<file path="config.mk">
export PLATFORM = sky130hd
export DESIGN_NAME = dma_channel_sequencer_flat
export DESIGN_NICKNAME = d
export VERILOG_FILES = /design/src/rtl/dma_channel_sequencer_if.sv /design/src/rtl/dma_channel_sequencer.sv /design/src/flat_wrapper.sv
export SDC_FILE = /design/constraint.sdc
export NUM_CORES = 1
export LEC_CHECK = 0
export CAP_MARGIN = 20
export CORE_MARGIN = 10
export CORE_UTILIZATION = 25
export DETAILED_ROUTE_END_ITERATION = 16
export PLACE_DENSITY_LB_ADDON = 0.3
export SLEW_MARGIN = 0
export SYNTH_ARGS = -nofsm -noshare
export SYNTH_HDL_FRONTEND = slang
export SYNTH_SLANG_ARGS = --single-unit
</file>
<file path="constraint.sdc">
create_clock -name clk -period 3.2 [get_ports clk]
set_clock_uncertainty 0.05 [all_clocks]
set_input_delay 0.48 -clock clk [delete_from_list [all_inputs] [get_ports clk]]
set_output_delay 0.48 -clock clk [all_outputs]
set_load 0.1 [all_outputs]
</file>
<file path="src/rtl/dma_channel_sequencer_if.sv">
`default_nettype none
// +--------------------------------------------------------------------+
// | Module : dma_channel_sequencer_if                                  |
// | Brief  : CPU programming bus, device requests and bus-hold port.   |
// | Rev    : 1.0                                                       |
// +--------------------------------------------------------------------+
interface dma_channel_sequencer_if #(
  parameter int NCH = 4,
  parameter int AW  = 16
);
  logic [7:0]     data_bus;
  logic           wr_en;
  logic [1:0]     wr_ch;
  logic           wr_reg;
  logic           clear_ff;
  logic [NCH-1:0] dreq;
  logic           hold_ack;
  logic           hold_req;
  logic [NCH-1:0] dack;
  logic [AW-1:0]  mem_addr;
  logic           xfer_strobe;
  logic           tc;
  logic [1:0]     tc_ch;
  logic           wr_err;
  logic           busy;

  modport master (
    output data_bus, wr_en, wr_ch, wr_reg, clear_ff, dreq, hold_ack,
    input  hold_req, dack, mem_addr, xfer_strobe, tc, tc_ch, wr_err, busy
  );

  modport slave (
    input  data_bus, wr_en, wr_ch, wr_reg, clear_ff, dreq, hold_ack,
    output hold_req, dack, mem_addr, xfer_strobe, tc, tc_ch, wr_err, busy
  );
endinterface
`default_nettype wire

</file>
<file path="src/rtl/dma_channel_sequencer.sv">
`default_nettype none
// +--------------------------------------------------------------------+
// | Module : dma_channel_sequencer                                     |
// | Brief  : Byte-programmed multi-channel DMA sequencer, rotating     |
// |          priority, one single-cycle transfer per bus-hold grant.   |
// | Rev    : 1.0                                                       |
// +--------------------------------------------------------------------+
module dma_channel_sequencer #(
  parameter int NCH = 4,
  parameter int AW  = 16
) (
  input  logic                    clk,
  input  logic                    RESET_n,
  dma_channel_sequencer_if.slave  bus
);

  localparam logic [1:0]    c_IDLE      = 2'd0;
  localparam logic [1:0]    c_HOLD_WAIT = 2'd1;
  localparam logic [1:0]    c_XFER      = 2'd2;
  localparam logic [1:0]    c_UPDATE    = 2'd3;
  localparam logic [AW-1:0] c_ONE       = 1;

  logic [1:0]     state_q, state_d;
  logic           ptr_q;
  logic [7:0]     stage_q;
  logic [AW-1:0]  addr_q [NCH];
  logic [AW-1:0]  cnt_q  [NCH];
  logic [NCH-1:0] armed_q;
  logic [1:0]     last_grant_q;
  logic [1:0]     win_q;
  logic [AW-1:0]  mem_addr_q;
  logic           wr_err_q;

  logic [NCH-1:0] w_elig;
  logic [3:0]     w_elig_ext;
  logic [1:0]     w_cand;
  logic [1:0]     w_arb_idx;
  logic           w_arb_found;
  logic           w_ptr_eff;
  logic           w_commit;
  logic           w_blocked;
  logic           w_grant;
  logic           w_update;
  logic [AW-1:0]  w_val;
  logic [3:0]     w_onehot;

  assign w_elig    = bus.dreq & armed_q;
  assign w_ptr_eff = ptr_q & ~bus.clear_ff;
  assign w_commit  = bus.wr_en & w_ptr_eff;
  assign w_blocked = ((state_q == c_XFER) || (state_q == c_UPDATE)) && (bus.wr_ch == win_q);
  assign w_val     = {stage_q, bus.data_bus};
  assign w_grant   = (state_q == c_HOLD_WAIT) && bus.hold_ack && w_arb_found;
  assign w_update  = (state_q == c_UPDATE);
  assign w_onehot  = 4'b0001 << win_q;

  // Scanning from farthest to nearest lets the nearest eligible channel after last_grant win.
  always_comb begin
    w_elig_ext          = '0;
    w_elig_ext[NCH-1:0] = w_elig;
    w_arb_found         = 1'b0;
    w_arb_idx           = last_grant_q;
    w_cand              = '0;
    for (int k = NCH; k >= 1; k--) begin
      w_cand = 2'((int'(last_grant_q) + k) % NCH);
      if (w_elig_ext[w_cand]) begin
        w_arb_found = 1'b1;
        w_arb_idx   = w_cand;
      end
    end
  end

  always_ff @(posedge clk or negedge RESET_n) begin
    if (!RESET_n) state_q <= c_IDLE;
    else          state_q <= state_d;
  end

  always_comb begin
    state_d = state_q;
    case (state_q)
      c_IDLE:      if (|w_elig) state_d = c_HOLD_WAIT;
      c_HOLD_WAIT: if (bus.hold_ack) state_d = w_arb_found ? c_XFER : c_IDLE;
      c_XFER:      state_d = c_UPDATE;
      default:     state_d = c_IDLE;
    endcase
  end

  always_comb begin
    bus.hold_req    = 1'b0;
    bus.dack        = '0;
    bus.xfer_strobe = 1'b0;
    bus.tc          = 1'b0;
    bus.tc_ch       = '0;
    bus.busy        = (state_q != c_IDLE);
    bus.mem_addr    = mem_addr_q;
    bus.wr_err      = wr_err_q;
    case (state_q)
      c_HOLD_WAIT: bus.hold_req = 1'b1;
      c_XFER: begin
        bus.hold_req    = 1'b1;
        bus.xfer_strobe = 1'b1;
        bus.dack        = w_onehot[NCH-1:0];
      end
      c_UPDATE: begin
        bus.hold_req = 1'b1;
        if (cnt_q[win_q] == c_ONE) begin
          bus.tc    = 1'b1;
          bus.tc_ch = win_q;
        end
      end
      default: ;
    endcase
  end

  // A dropped commit still consumes its byte slot, so the pointer toggles on every wr_en.
  always_ff @(posedge clk or negedge RESET_n) begin
    if (!RESET_n) begin
      ptr_q        <= 1'b0;
      stage_q      <= '0;
      armed_q      <= '0;
      last_grant_q <= 2'(NCH - 1);
      win_q        <= '0;
      mem_addr_q   <= '0;
      wr_err_q     <= 1'b0;
      for (int i = 0; i < NCH; i++) begin
        addr_q[i] <= '0;
        cnt_q[i]  <= '0;
      end
    end else begin
      wr_err_q <= w_commit & w_blocked;
      if (bus.wr_en) begin
        ptr_q <= ~w_ptr_eff;
        if (!w_ptr_eff) stage_q <= bus.data_bus;
      end else if (bus.clear_ff) begin
        ptr_q <= 1'b0;
      end
      if (w_grant) begin
        win_q        <= w_arb_idx;
        last_grant_q <= w_arb_idx;
        mem_addr_q   <= addr_q[w_arb_idx];
      end
      for (int i = 0; i < NCH; i++) begin
        if (w_update && (win_q == 2'(i))) begin
          addr_q[i] <= addr_q[i] + c_ONE;
          cnt_q[i]  <= cnt_q[i] - c_ONE;
          if (cnt_q[i] == c_ONE) armed_q[i] <= 1'b0;
        end
        if (w_commit && !w_blocked && (bus.wr_ch == 2'(i))) begin
          if (bus.wr_reg) begin
            cnt_q[i]   <= w_val;
            armed_q[i] <= |w_val;
          end else begin
            addr_q[i] <= w_val;
          end
        end
      end
    end
  end

endmodule
`default_nettype wire

</file>
<file path="src/flat_wrapper.sv">
// flat-port wrapper written by rule: the top's interface ports become plain ports
module dma_channel_sequencer_flat 
#(
  parameter int NCH = 4,
  parameter int AW  = 16
)
  (clk, RESET_n, bus_data_bus, bus_wr_en, bus_wr_ch, bus_wr_reg, bus_clear_ff, bus_dreq, bus_hold_ack, bus_hold_req, bus_dack, bus_mem_addr, bus_xfer_strobe, bus_tc, bus_tc_ch, bus_wr_err, bus_busy);
  dma_channel_sequencer_if #(.NCH(NCH), .AW(AW)) bus_i ();
  input  logic clk;
  input  logic RESET_n;
  input wire logic [$bits(bus_i.data_bus)-1:0] bus_data_bus;
  input wire logic [$bits(bus_i.wr_en)-1:0] bus_wr_en;
  input wire logic [$bits(bus_i.wr_ch)-1:0] bus_wr_ch;
  input wire logic [$bits(bus_i.wr_reg)-1:0] bus_wr_reg;
  input wire logic [$bits(bus_i.clear_ff)-1:0] bus_clear_ff;
  input wire logic [$bits(bus_i.dreq)-1:0] bus_dreq;
  input wire logic [$bits(bus_i.hold_ack)-1:0] bus_hold_ack;
  output wire logic [$bits(bus_i.hold_req)-1:0] bus_hold_req;
  output wire logic [$bits(bus_i.dack)-1:0] bus_dack;
  output wire logic [$bits(bus_i.mem_addr)-1:0] bus_mem_addr;
  output wire logic [$bits(bus_i.xfer_strobe)-1:0] bus_xfer_strobe;
  output wire logic [$bits(bus_i.tc)-1:0] bus_tc;
  output wire logic [$bits(bus_i.tc_ch)-1:0] bus_tc_ch;
  output wire logic [$bits(bus_i.wr_err)-1:0] bus_wr_err;
  output wire logic [$bits(bus_i.busy)-1:0] bus_busy;
  assign bus_i.data_bus = bus_data_bus;
  assign bus_i.wr_en = bus_wr_en;
  assign bus_i.wr_ch = bus_wr_ch;
  assign bus_i.wr_reg = bus_wr_reg;
  assign bus_i.clear_ff = bus_clear_ff;
  assign bus_i.dreq = bus_dreq;
  assign bus_i.hold_ack = bus_hold_ack;
  assign bus_hold_req = bus_i.hold_req;
  assign bus_dack = bus_i.dack;
  assign bus_mem_addr = bus_i.mem_addr;
  assign bus_xfer_strobe = bus_i.xfer_strobe;
  assign bus_tc = bus_i.tc;
  assign bus_tc_ch = bus_i.tc_ch;
  assign bus_wr_err = bus_i.wr_err;
  assign bus_busy = bus_i.busy;
  dma_channel_sequencer #(.NCH(NCH), .AW(AW)) u_core (.clk(clk), .RESET_n(RESET_n), .bus(bus_i));
endmodule
</file>
==> summary.md <==
| Metric | Value |
|---|---|
| R2R depth | `5` |
| Starting DRT DRC Count | `601` |
| Combinational Power Share | `about two fifths` |
| Final setup violating endpoints | `3` |
| Register area share after synthesis | `44.8%` |
| RSZ-0062 raised after global routing | `true` |
| IO buf count | `46` |
| Fillers | `about 3,900` |
| Initial Utilization | `25.2%` |
| Pins Over Slew Limit | `0` |
| Max_cap viols | `0` |
| Synth top area cells | `dfrtp_1, xnor2_1, nor2_1` |
| Yosys reg bits | `164` |
| Hold EP | `u_core.last_grant_q[0]` |
| CP endpoint kind | `primary output` |
| Clk network pwr share | `19.4%` |
| CP max FO | `3` |
| Setup crit start kind | `register` |
| HP Start | `u_core.last_grant_q[0]` |
| Critical Path AT | `2.93 ns` |
| Top_reg_cell synth | `dfrtp_1` |
| Avg Cell Area, Syn | `8.89 µm²` |
| EDFF count, synth | `0` |
| Most instantiated cells after synthesis | `dfrtp_1, nor2_1, a21oi_1` |
| Final min period | `~3.5 ns` |
| Hold path depth | `2` |
| Routed vias | `7,550` |
| Final Cell Area | `approximately 11,000 µm²` |
| Dominant cell by count in the synthesized netlist | `dfrtp_1` |
| Synthesis warning total | `0` |
| Area share of the largest cell type after synthesis | `44.2%` |
| LEAKAGE | `~4 nW` |
| Sw frac | `about 44%` |
| Worst Setup Slack, final | `-0.260 ns` |
| Sw Pwr | `0.00440 W` |
| Core area | `36,400 µm²` |
| TritonCTS buffer count | `17` |
| Worst-Margin Slew | `0.824 ns` |
| Maximum VDD drop | `394 µV` |
| Net Count, Synth | `between 1,000 and 1,500` |
| Nets@finish | `around 1,100` |
| Initial antenna violation count | `0` |
| Num rows | `70` |
| Vias in the first global route | `7,249` |
| Die ar. | `44,800 µm²` |
| Tcrit/Tclk final | `108%` |
| Reg2Reg Setup Slack | `0.81 ns` |
| Failing checks | `setup timing` |
| Sequential share of power | `41.5%` |
| Endpoints failing hold | `0` |
| Async S/R FF share, synth | `100%` |
| Synthesized instance count | `1,032` |
| Synth area leader | `dfrtp_1` |
| Post-route antenna net violation count | `0` |
| Mapped Area | `9180 µm²` |
| DRC | `0` |
| Area growth syn-to-layout | `18.6%` |
| Via density | `4.86` |
| Diodes inserted | `0` |
| Overall Power | `between 0.009 and 0.01 W` |
| Worst R2R End | `u_core.addr_q[63]` |
| Internal cell power | `about 0.0056 W` |
| Routed len/inst | `18.2 µm` |
| DP HPWL | `19,500 µm` |
| Reg2reg start | `u_core.state_q[0]` |
| First-pass GRT wire length | `roughly 44,000 µm` |
| Max Root-Sink Buffers | `2` |
| Status | `finished with violations` |
| Die Width | `212 µm` |
| Largest net degree at the start of global routing | `60` |
| CTS tree | `built` |
| Number of distinct library cells after synthesis | `49` |
| Worst rel slew slack | `a little under half` |
| Hold Path Class | `register to register` |
| Final Core Density | `approximately 30%` |
| Critical Path RT | `2.67 ns` |
| Pwr Density | `~920 nW/µm²` |
| GRT Total Usage | `12.7%` |
| CTS HTree Levels | `4` |
| Congestion Overflow GR | `0` |
| DIE HEIGHT | `~210 µm` |
| Crit Path Class | `register to primary output` |
| Worst-Skew Late Latency | `0.42 ns` |
| Sink Count | `164` |
| GP Congestion | `between 0.8 and 0.9` |
| Share of cells above drive strength 1 | `between 10 and 15%` |
| Worst-path clk slew | `0.06 ns` |
| Achievable Freq | `289 MHz` |
| Placed Area | `10,300 µm²` |
| Drt first pass iters | `5` |
| Detailed-route wire length | `28,300 µm` |
| Num ports | `47` |
| Root Buffer | `clkbuf_16` |
## sequential cells by signal (all words and copies together) (netlist names), 2 cells and up
name and count:
u_core.addr_q 64, u_core.cnt_q 64, u_core.bus.mem_addr 16, u_core.stage_q 8, u_core.armed_q 4, u_core.last_grant_q 2
u_core.state_q 2, u_core.win_q 2
## cells by family (layout without fill, tap and decap cells)
family	Yosys count	after routing	share of synthesized area, %
compound gates	195	195	12.5
xor+xnor	122	122	11.6
fa+ha+maj	12	12	1.64
buf+inv	87	140	3.60
flops	164	164	44.8
mux	29	29	3.44
simple gates	423	423	22.4
## cell usage in the layout (no fill, tap or decap), types with 5 or more instances in the layout
cell type        instances
dfrtp_1                162
xor2_1                  38
nor2_1                 153
nand4_1                 21
xnor2_1                 84
ha_1                    12
a21oi_1                 96
and2_1                  16
a211oi_1                18
a31oi_1                  5
inv_1                   23
a221oi_1                16
nand3b_1                 6
nor3_1                  38
and3_1                   7
buf_4                   63
buf_12                   5
nor4_1                  33
and4_1                   5
or4_1                    7
mux2_2                  10
nand2_1                 76
mux2i_1                 18
nand3_1                 35
clkdlybuf4s50_1         18
clkbuf_16               17
o21ai_0                 39
## layer usage
layer  vias to the layer above  global-route usage (%)  share of wire (%)
met1                      3704                    17.9                 50
met5                         -                       0                  0
met3                        19                    2.32                3.0
met4                         0                    2.65                1.4
li1                       3689                       -                  -
met2                       138                    19.8                 46
## power groups by stage
stage | Combinational (W) | Sequential, W | Clock (W)
3_3_place_gp | 0.00383 | 0.00413 | 0
2_1_floorplan | 0.00252 | 0.00426 | 0
3_5_place_dp | 0.00389 | 0.00415 | 0
4_1_cts | 0.00392 | 0.00413 | 0.00197
6_report | 0.00389 | 0.00414 | 0.00194
5_1_grt | 0.00426 | 0.00428 | 0.00205
## per-stage QoR
step           setup TNS (ns)  cells  setup slack [ns]  hold WS, ns
3_5_place_dp        -0.000104   1522         -0.000104        0.432
5_1_grt                -0.902   1553            -0.330        0.500
6_report               -0.707   1553            -0.260        0.476
4_1_cts                -0.694   1553            -0.256        0.477
3_3_place_gp          -0.0225   1522           -0.0225        0.436
2_1_floorplan           -1.31   1032            -0.296        0.134
## worst max path at each step
| stage | cells past startpoint | slack, ns | end | from |
|---|---|---|---|---|
| floorplan | 4 | -0.30 | bus_dack[0] | u_core.state_q[1] |
| global placement | 7 | -0.02 | bus_tc | u_core.cnt_q[8] |
| detailed placement | 7 | -0.0001 | bus_tc | u_core.cnt_q[8] |
| CTS | 7 | -0.26 | bus_tc | u_core.cnt_q[9] |
| global route | 7 | -0.33 | bus_tc | u_core.cnt_q[9] |
| finish | 7 | -0.26 | bus_tc | u_core.cnt_q[9] |
## worst max-delay path, cell delays in order (launching register included)
cell      delay [ns]
dfrtp_1         0.38
or4_4           0.53
or4_4           0.43
or4_4           0.44
a31oi_4         0.22
buf_6           0.14
a21boi_4        0.18
buf_12          0.19
## timing repair
item / CTS / global route
hold endpoints to repair: 9 / 0
pin swaps: 3 / 0
buffers inserted: 2 / 0
hold buffers: 1 / 0
setup endpoints to repair: 3 / 3
gates resized for setup: 4 / 0
## area by class of cell
type / instances / area, µm² / share of cell area, %
clock buffer: 22 / 464 / 4.27
timing repair buffer: 89 / 786 / 7.22
tap: 468 / 586 / 5.38
inverter: 23 / 86.3 / 0.794
clock inverter: 6 / 57.6 / 0.529
sequential: 164 / 4110 / 37.8
multi-input combinational: 781 / 4790 / 44.1
Note: power is estimated with default switching activity, not from simulation.
